===== src/rtl/mem_stage.sv =====
// Memory stage of the Y86-64 pipeline: holds the E/M pipeline register,
// runs data-memory reads and writes over a req/ack handshake with a timeout,
// and produces m_valM / m_stat for writeback and forwarding.
module mem_stage #(
    parameter int MEM_BYTES = 8192,
    parameter int TIMEOUT   = 16
) (
    input  logic        clk,
    input  logic        rst_n,
    // execute stage outputs
    input  logic [3:0]  e_stat,
    input  logic [3:0]  e_icode,
    input  logic        e_cnd,
    input  logic [63:0] e_valE,
    input  logic [63:0] e_valA,
    input  logic [3:0]  e_dstE,
    input  logic [3:0]  e_dstM,
    // hazard control
    input  logic        M_stall,
    input  logic        M_bubble,
    // E/M register contents, used for forwarding
    output logic [3:0]  M_stat,
    output logic [3:0]  M_icode,
    output logic        M_cnd,
    output logic [63:0] M_valE,
    output logic [63:0] M_valA,
    output logic [3:0]  M_dstE,
    output logic [3:0]  M_dstM,
    // memory stage results
    output logic [63:0] m_valM,
    output logic [3:0]  m_stat,
    output logic        m_busy,
    // data memory handshake
    output logic        dmem_req,
    output logic        dmem_we,
    output logic [63:0] dmem_addr,
    output logic [63:0] dmem_wdata,
    input  logic [63:0] dmem_rdata,
    input  logic        dmem_ack,
    input  logic        dmem_err
);

    localparam logic [3:0] STAT_AOK = 4'b0001;
    localparam logic [3:0] STAT_ADR = 4'b0100;

    localparam logic [3:0] I_NOP    = 4'h1;
    localparam logic [3:0] I_RMMOVQ = 4'h4;
    localparam logic [3:0] I_MRMOVQ = 4'h5;
    localparam logic [3:0] I_CALL   = 4'h8;
    localparam logic [3:0] I_RET    = 4'h9;
    localparam logic [3:0] I_PUSHQ  = 4'hA;
    localparam logic [3:0] I_POPQ   = 4'hB;
    localparam logic [3:0] REG_NONE = 4'hF;

    // Highest byte address at which a full 8-byte access still fits.
    localparam logic [63:0] ADDR_MAX = 64'(MEM_BYTES - 8);

    localparam int               CNT_W    = $clog2(TIMEOUT) + 1;
    localparam logic [CNT_W-1:0] CNT_LAST = CNT_W'(TIMEOUT - 1);

    typedef enum logic [1:0] {
        S_IDLE,
        S_REQ,
        S_DONE
    } state_e;

    typedef struct packed {
        logic [3:0]  stat;
        logic [3:0]  icode;
        logic        cnd;
        logic [63:0] valE;
        logic [63:0] valA;
        logic [3:0]  dstE;
        logic [3:0]  dstM;
    } em_t;

    typedef struct packed {
        logic        rd;
        logic        wr;
        logic [63:0] addr;
    } acc_t;

    localparam em_t EM_BUBBLE = '{
        stat:  STAT_AOK,
        icode: I_NOP,
        cnd:   1'b0,
        valE:  64'd0,
        valA:  64'd0,
        dstE:  REG_NONE,
        dstM:  REG_NONE
    };

    // Which memory access (if any) an instruction performs, and at what address.
    function automatic acc_t decode(em_t r);
        acc_t a;
        a.rd   = 1'b0;
        a.wr   = 1'b0;
        a.addr = r.valE;
        case (r.icode)
            I_RMMOVQ, I_CALL, I_PUSHQ: a.wr = 1'b1;
            I_MRMOVQ:                  a.rd = 1'b1;
            I_RET, I_POPQ: begin
                a.rd   = 1'b1;
                a.addr = r.valA;
            end
            default: ;
        endcase
        return a;
    endfunction

    state_e            state_q, state_d;
    em_t               em_q, em_d;
    logic [CNT_W-1:0]  cnt_q, cnt_d;
    logic [63:0]       valm_q, valm_d;
    logic              err_q, err_d;

    logic              in_req;
    logic              load;
    acc_t              acc_d, acc_q;
    logic              issue_d;
    logic              addr_bad_q;

    // The register only advances while no access is outstanding; stall wins over bubble.
    assign in_req = (state_q == S_REQ);
    assign load   = !M_stall && !in_req;

    assign acc_d   = decode(em_d);
    assign acc_q   = decode(em_q);
    assign issue_d = (acc_d.rd || acc_d.wr) && (em_d.stat == STAT_AOK) && (acc_d.addr <= ADDR_MAX);

    assign addr_bad_q = (acc_q.rd || acc_q.wr) && (em_q.stat == STAT_AOK) && (acc_q.addr > ADDR_MAX);

    // E/M register next value: hold, bubble, or take the execute outputs.
    always_comb begin
        // NOTE: every variable written here gets a default first so no latch is inferred.
        em_d = em_q;
        if (load) begin
            if (M_bubble) begin
                em_d = EM_BUBBLE;
            end else begin
                em_d = '{stat: e_stat, icode: e_icode, cnd: e_cnd, valE: e_valE,
                         valA: e_valA, dstE: e_dstE, dstM: e_dstM};
            end
        end
    end

    // E/M pipeline register.
    always_ff @(posedge clk or negedge rst_n) begin
        if (!rst_n) begin
            em_q <= EM_BUBBLE;
        end else begin
            // NOTE: sequential state uses non-blocking assignments so all registers update together.
            em_q <= em_d;
        end
    end

    // FSM state register.
    always_ff @(posedge clk or negedge rst_n) begin
        if (!rst_n) begin
            state_q <= S_IDLE;
        end else begin
            state_q <= state_d;
        end
    end

    // FSM next state, decided on the values being loaded into E/M.
    always_comb begin
        state_d = state_q;
        if (load) begin
            if (M_bubble)     state_d = S_IDLE;
            else if (issue_d) state_d = S_REQ;
            else              state_d = S_DONE;
        end else if (in_req && (dmem_ack || (cnt_q == CNT_LAST))) begin
            state_d = S_DONE;
        end
    end

    // Access datapath: cycle counter, captured read data and error flag.
    always_comb begin
        cnt_d  = cnt_q;
        valm_d = valm_q;
        err_d  = err_q;
        if (load) begin
            cnt_d  = '0;
            valm_d = 64'd0;
            err_d  = 1'b0;
        end else if (in_req) begin
            cnt_d = cnt_q + 1'b1;
            if (dmem_ack) begin
                err_d = dmem_err;
                if (acc_q.rd) valm_d = dmem_rdata;
            end else if (cnt_q == CNT_LAST) begin
                err_d = 1'b1;
            end
        end
    end

    // Access datapath registers.
    always_ff @(posedge clk or negedge rst_n) begin
        if (!rst_n) begin
            cnt_q  <= '0;
            valm_q <= 64'd0;
            err_q  <= 1'b0;
        end else begin
            cnt_q  <= cnt_d;
            valm_q <= valm_d;
            err_q  <= err_d;
        end
    end

    // FSM outputs and memory-stage results, all from registered state.
    always_comb begin
        dmem_req   = in_req;
        m_busy     = in_req;
        dmem_we    = in_req && acc_q.wr;
        dmem_addr  = in_req ? acc_q.addr : 64'd0;
        dmem_wdata = in_req ? em_q.valA : 64'd0;

        if (state_q == S_IDLE)        m_stat = STAT_AOK;
        else if (err_q || addr_bad_q) m_stat = STAT_ADR;
        else                          m_stat = em_q.stat;

        m_valM = 64'd0;
        if ((state_q == S_DONE) && acc_q.rd && !err_q) m_valM = valm_q;
    end

    assign M_stat  = em_q.stat;
    assign M_icode = em_q.icode;
    assign M_cnd   = em_q.cnd;
    assign M_valE  = em_q.valE;
    assign M_valA  = em_q.valA;
    assign M_dstE  = em_q.dstE;
    assign M_dstM  = em_q.dstM;

endmodule

===== config.mk =====
export PLATFORM = sky130hd
export DESIGN_NAME = mem_stage
export DESIGN_NICKNAME = d
export VERILOG_FILES = /design/src/rtl/mem_stage.sv
export SDC_FILE = /design/constraint.sdc
export NUM_CORES = 1
export LEC_CHECK = 0
export CAP_MARGIN = 30
export CORE_AREA = 5 5 212 214
export DETAILED_ROUTE_END_ITERATION = 12
export DIE_AREA = 0 0 217 219
export GPL_ROUTABILITY_DRIVEN = 0
export HOLD_SLACK_MARGIN = 0.02
export PLACE_DENSITY = 0.66
export SYNTH_ARGS = -nofsm -noshare
export SYNTH_HDL_FRONTEND = slang
export SYNTH_SLANG_ARGS = --single-unit

===== constraint.sdc =====
create_clock -name clk -period 3.15 [get_ports clk]
set_clock_uncertainty 0.15 [all_clocks]
set_input_delay 0.4725 -clock clk [delete_from_list [all_inputs] [get_ports clk]]
set_output_delay 0.4725 -clock clk [all_outputs]
set_load 0.05 [all_outputs]

==> results.py <==
metrics = {
    "run_status": {
        "outcome": "finished, violations left",
        "failed_checks": "negative setup slack",
    },
    "synth": {
        "synthCells": 1481,
        "ys_ff_latch": 217,
        "synth_area_leaders": "dfrtp_1 (44%), nand2_1 (15%), and2_1 (6.8%), nand2b_1 (5.0%), o21ai_0 (4.9%)",
        "ys_async_sr_fraction": 1.000,
        "ys_types": 54,
        "syn_avg_cell_area_sq_um": 7.916,
        "yosysTopAreaCellShare": 0.4418,
        "ys_top_cells_by_count": "nand2_1 (466), dfrtp_1 (207), and2_1 (128)",
        "ys.flop_type": "dfrtp_1",
        "ys_seq_area_frac": 0.4642,
        "synth_edf_count": 0,
        "mappedNetlistArea_sq_um": 11720,
        "post-synth-top-count-cell": "nand2_1",
        "yosysWarnings": 0,
        "syn_nets": 1698,
        "synth_area_leader_cell": "dfrtp_1",
    },
    "floorplanning": {
        "start_util": 0.2746,
        "fp-row-count": 76,
        "die_w_microns": 217,
        "die_area_sq_um": 47520,
        "die_h_microns": 219,
        "io_pins": 559,
        "core_sq_um": 42700,
    },
    "clock_network": {
        "cts_tree": "built",
        "h-tree-depth": 1,
        "cts_buffers": 27,
        "clkSlewWorstSetupHoldPaths_ns": 0.06,
        "clock-sinks": 217,
        "cts_root_buf": "clkbuf_16",
        "clockBufferDepth": 3,
        "clk_latency_ns": 0.55,
    },
    "setup_path": {
        "crit_cells": 9,
        "cp_data_arrival_time_ns": 2.92,
        "critPathKind": "reg -> out",
        "ff2ff_path_depth": 8,
        "cp_max_fo": 2,
        "reg2reg_setup_slack_ns": 0.41,
        "reg2reg_from": "state_q[0]$_DFFE_PN0P_",
        "path_cells": "or4_4, nor4_4, buf_4, nand4_1, a31oi_1, o211ai_1, a31o_2, o22a_1, buf_6",
        "critPathRequiredTime_ns": 2.53,
        "startpoint": "M_valE[54]$_DFF_PN0_",
        "start_kind": "register",
        "end_kind": "primary output",
        "critical-path-top-delay-family": "simple AND/OR/NAND/NOR gates",
        "slowest_delay_ns": 0.54,
        "cp_num_buf_inv": 2,
        "cpMaxStageDelayCell": "or4_4",
    },
    "min_path": {
        "min_path_type": "in -> reg",
        "hold_path_depth": 3,
        "worstHoldStart": "M_bubble",
    },
    "global_routing": {
        "gr-total-overflow": 0,
        "antenna_found_initial": 7,
        "grt_pass1_wl_microns": 88340,
        "grt_pass1_vias": 13580,
        "grt_max_degree": 140,
        "grt_usage": 0.2429,
    },
    "finish": {
        "final_core_util": 0.4747,
        "n_fill_cell": 4053,
        "nets": 2317,
        "area_growth_syn_to_layout_pct": 72.88,
        "fin_cells": 2671,
        "layout-drive-gt1-share": 0.2079,
    },
    "pwr": {
        "finalPower_w": 0.008526,
        "leakage_nw": 9.145,
        "power.density_nw_per_um2": 420.6,
        "ir_drop_mv": 0.3837,
    },
    "timing": {
        "relSlewSlack": 0.5244,
        "period_needed_ns": 3.542,
        "drv_slew": 0,
        "hold_viol_final": 0,
        "worstMarginPinSlew_ns": 0.7134,
        "fin_crit_sh": 1.124,
        "setup_slack_ns": -0.3920,
        "rsz0062_at_grt": "true",
        "max_freq_mhz": 282.3,
        "setup_viol": 2,
    },
    "placement": {
        "post-place-cells": 2602,
        "hpwl_microns": 46530,
        "io_buffers": 558,
        "place_ws_ns": -0.01000,
    },
    "route": {
        "drt-total-wl_microns": 60480,
        "detail_route.wl_per_cell_microns": 22.64,
        "firstDrtPassIters": 5,
        "postRouteAntennaNets": 0,
        "num_vias": 13310,
        "drc": 0,
        "drt_iter0_drc": 1013,
        "viasPerCell": 4.984,
    },
    "flow_run": {
        "maxCapViolCount": 0,
    },
}
==> cell families after synthesis <==
kind of cell    synth area share
simple gates              0.3903
flops                     0.4642
compound gates            0.1012
buf+inv                  0.03863
mux                     0.003522
fa+ha+maj               0.002134
==> registers in the layout (all words and copies together), names as in the netlist <==
signal / cells
M_valE: 64
valm_q: 64
state_q: 2
cnt_q: 5
err_q: 1
M_valA: 64
M_cnd: 1
M_dstE: 4
M_stat: 4
M_dstM: 4
M_icode: 4
==> power breakdown <==
part | switching [W] | internal (W)
Sequential | 0.000152 | 0.00295
Combinational | 0.00132 | 0.000845
Clock | 0.00126 | 0.00200
==> worst paths after layout <==
check                                         end
min in group asynchronous    M_valA[62]$_DFF_PN0_
max in group asynchronous     M_valA[2]$_DFF_PN0_
min                          M_valA[14]$_DFF_PN0_
min reg2reg                 M_dstM[2]$_DFFE_PN1N_
max                                     m_stat[2]
max reg2reg                state_q[1]$_DFFE_PN0P_
==> tightest hold or removal path, cell delays in order <==
cell and delay (ns):
buf_4 0.21, nand3b_1 0.13, nand2_1 0.05
==> cell usage in the layout (no fill, tap or decap), types with 4 or more instances in the layout <==
master and n:
nand2_1 465, clkdlybuf4s50_1 361, buf_4 251, dfrtp_1 207
o21ai_0 115, and2_1 95, nand2b_1 92, nand3_1 73
buf_12 73, a21oi_1 68, nand3b_1 44, nor4_1 39
and2_4 33, clkbuf_16 28, nor2_1 25, nor3_1 19
nand4_1 13, dfstp_2 10, or4_1 9, clkbuf_8 8
clkinv_2 7, buf_6 6, diode_2 4, inv_1 4
or3_1 4
==> final cells by class <==
type	instances	area [sq um]	area share
Sequential cell	217	5443	0.2685
Antenna cell	4	10.01	0.0004939
Clock buffer	37	793.3	0.03914
Multi-Input combinational cell	1151	5988	0.2955
Timing Repair Buffer	698	7174	0.3540
Clock inverter	13	145.1	0.007161
Inverter	5	31.28	0.001543
Tap cell	546	683.2	0.03371
==> metrics by stage <==
| stage | cell area, sq um | TNS, ns | hold slack, ns |
|---|---|---|---|
| final | 20270 | -0.7688 | 0.2145 |
| after CTS | 20180 | -0.9458 | 0.1868 |
| after floorplan | 11730 | 0 | 0.02691 |
| after detailed placement | 18980 | -0.01000 | 0.2936 |
| after global routing | 20270 | -1.176 | 0.2197 |
| after global placement | 18980 | -0.02017 | 0.2913 |
==> timing repair <==
item,in CTS,in global routing
resized for setup,41,12
setup buffers,7,4
pin swaps,8,3
setup endpoints to repair,66,88
hold endpoints to repair,68,0
gates cloned,3,1
hold buffers,1,0
==> metal layers <==
layer  vias to the layer above  wire length [microns]  track usage
met5                         -                     47            0
met4                         6                   1256      0.05414
met3                        77                   5034      0.05697
met2                       629                  30480       0.4400
met1                      6415                  23660       0.2942
li1                       6185                      -            -
(Power assumes the default switching activity.)
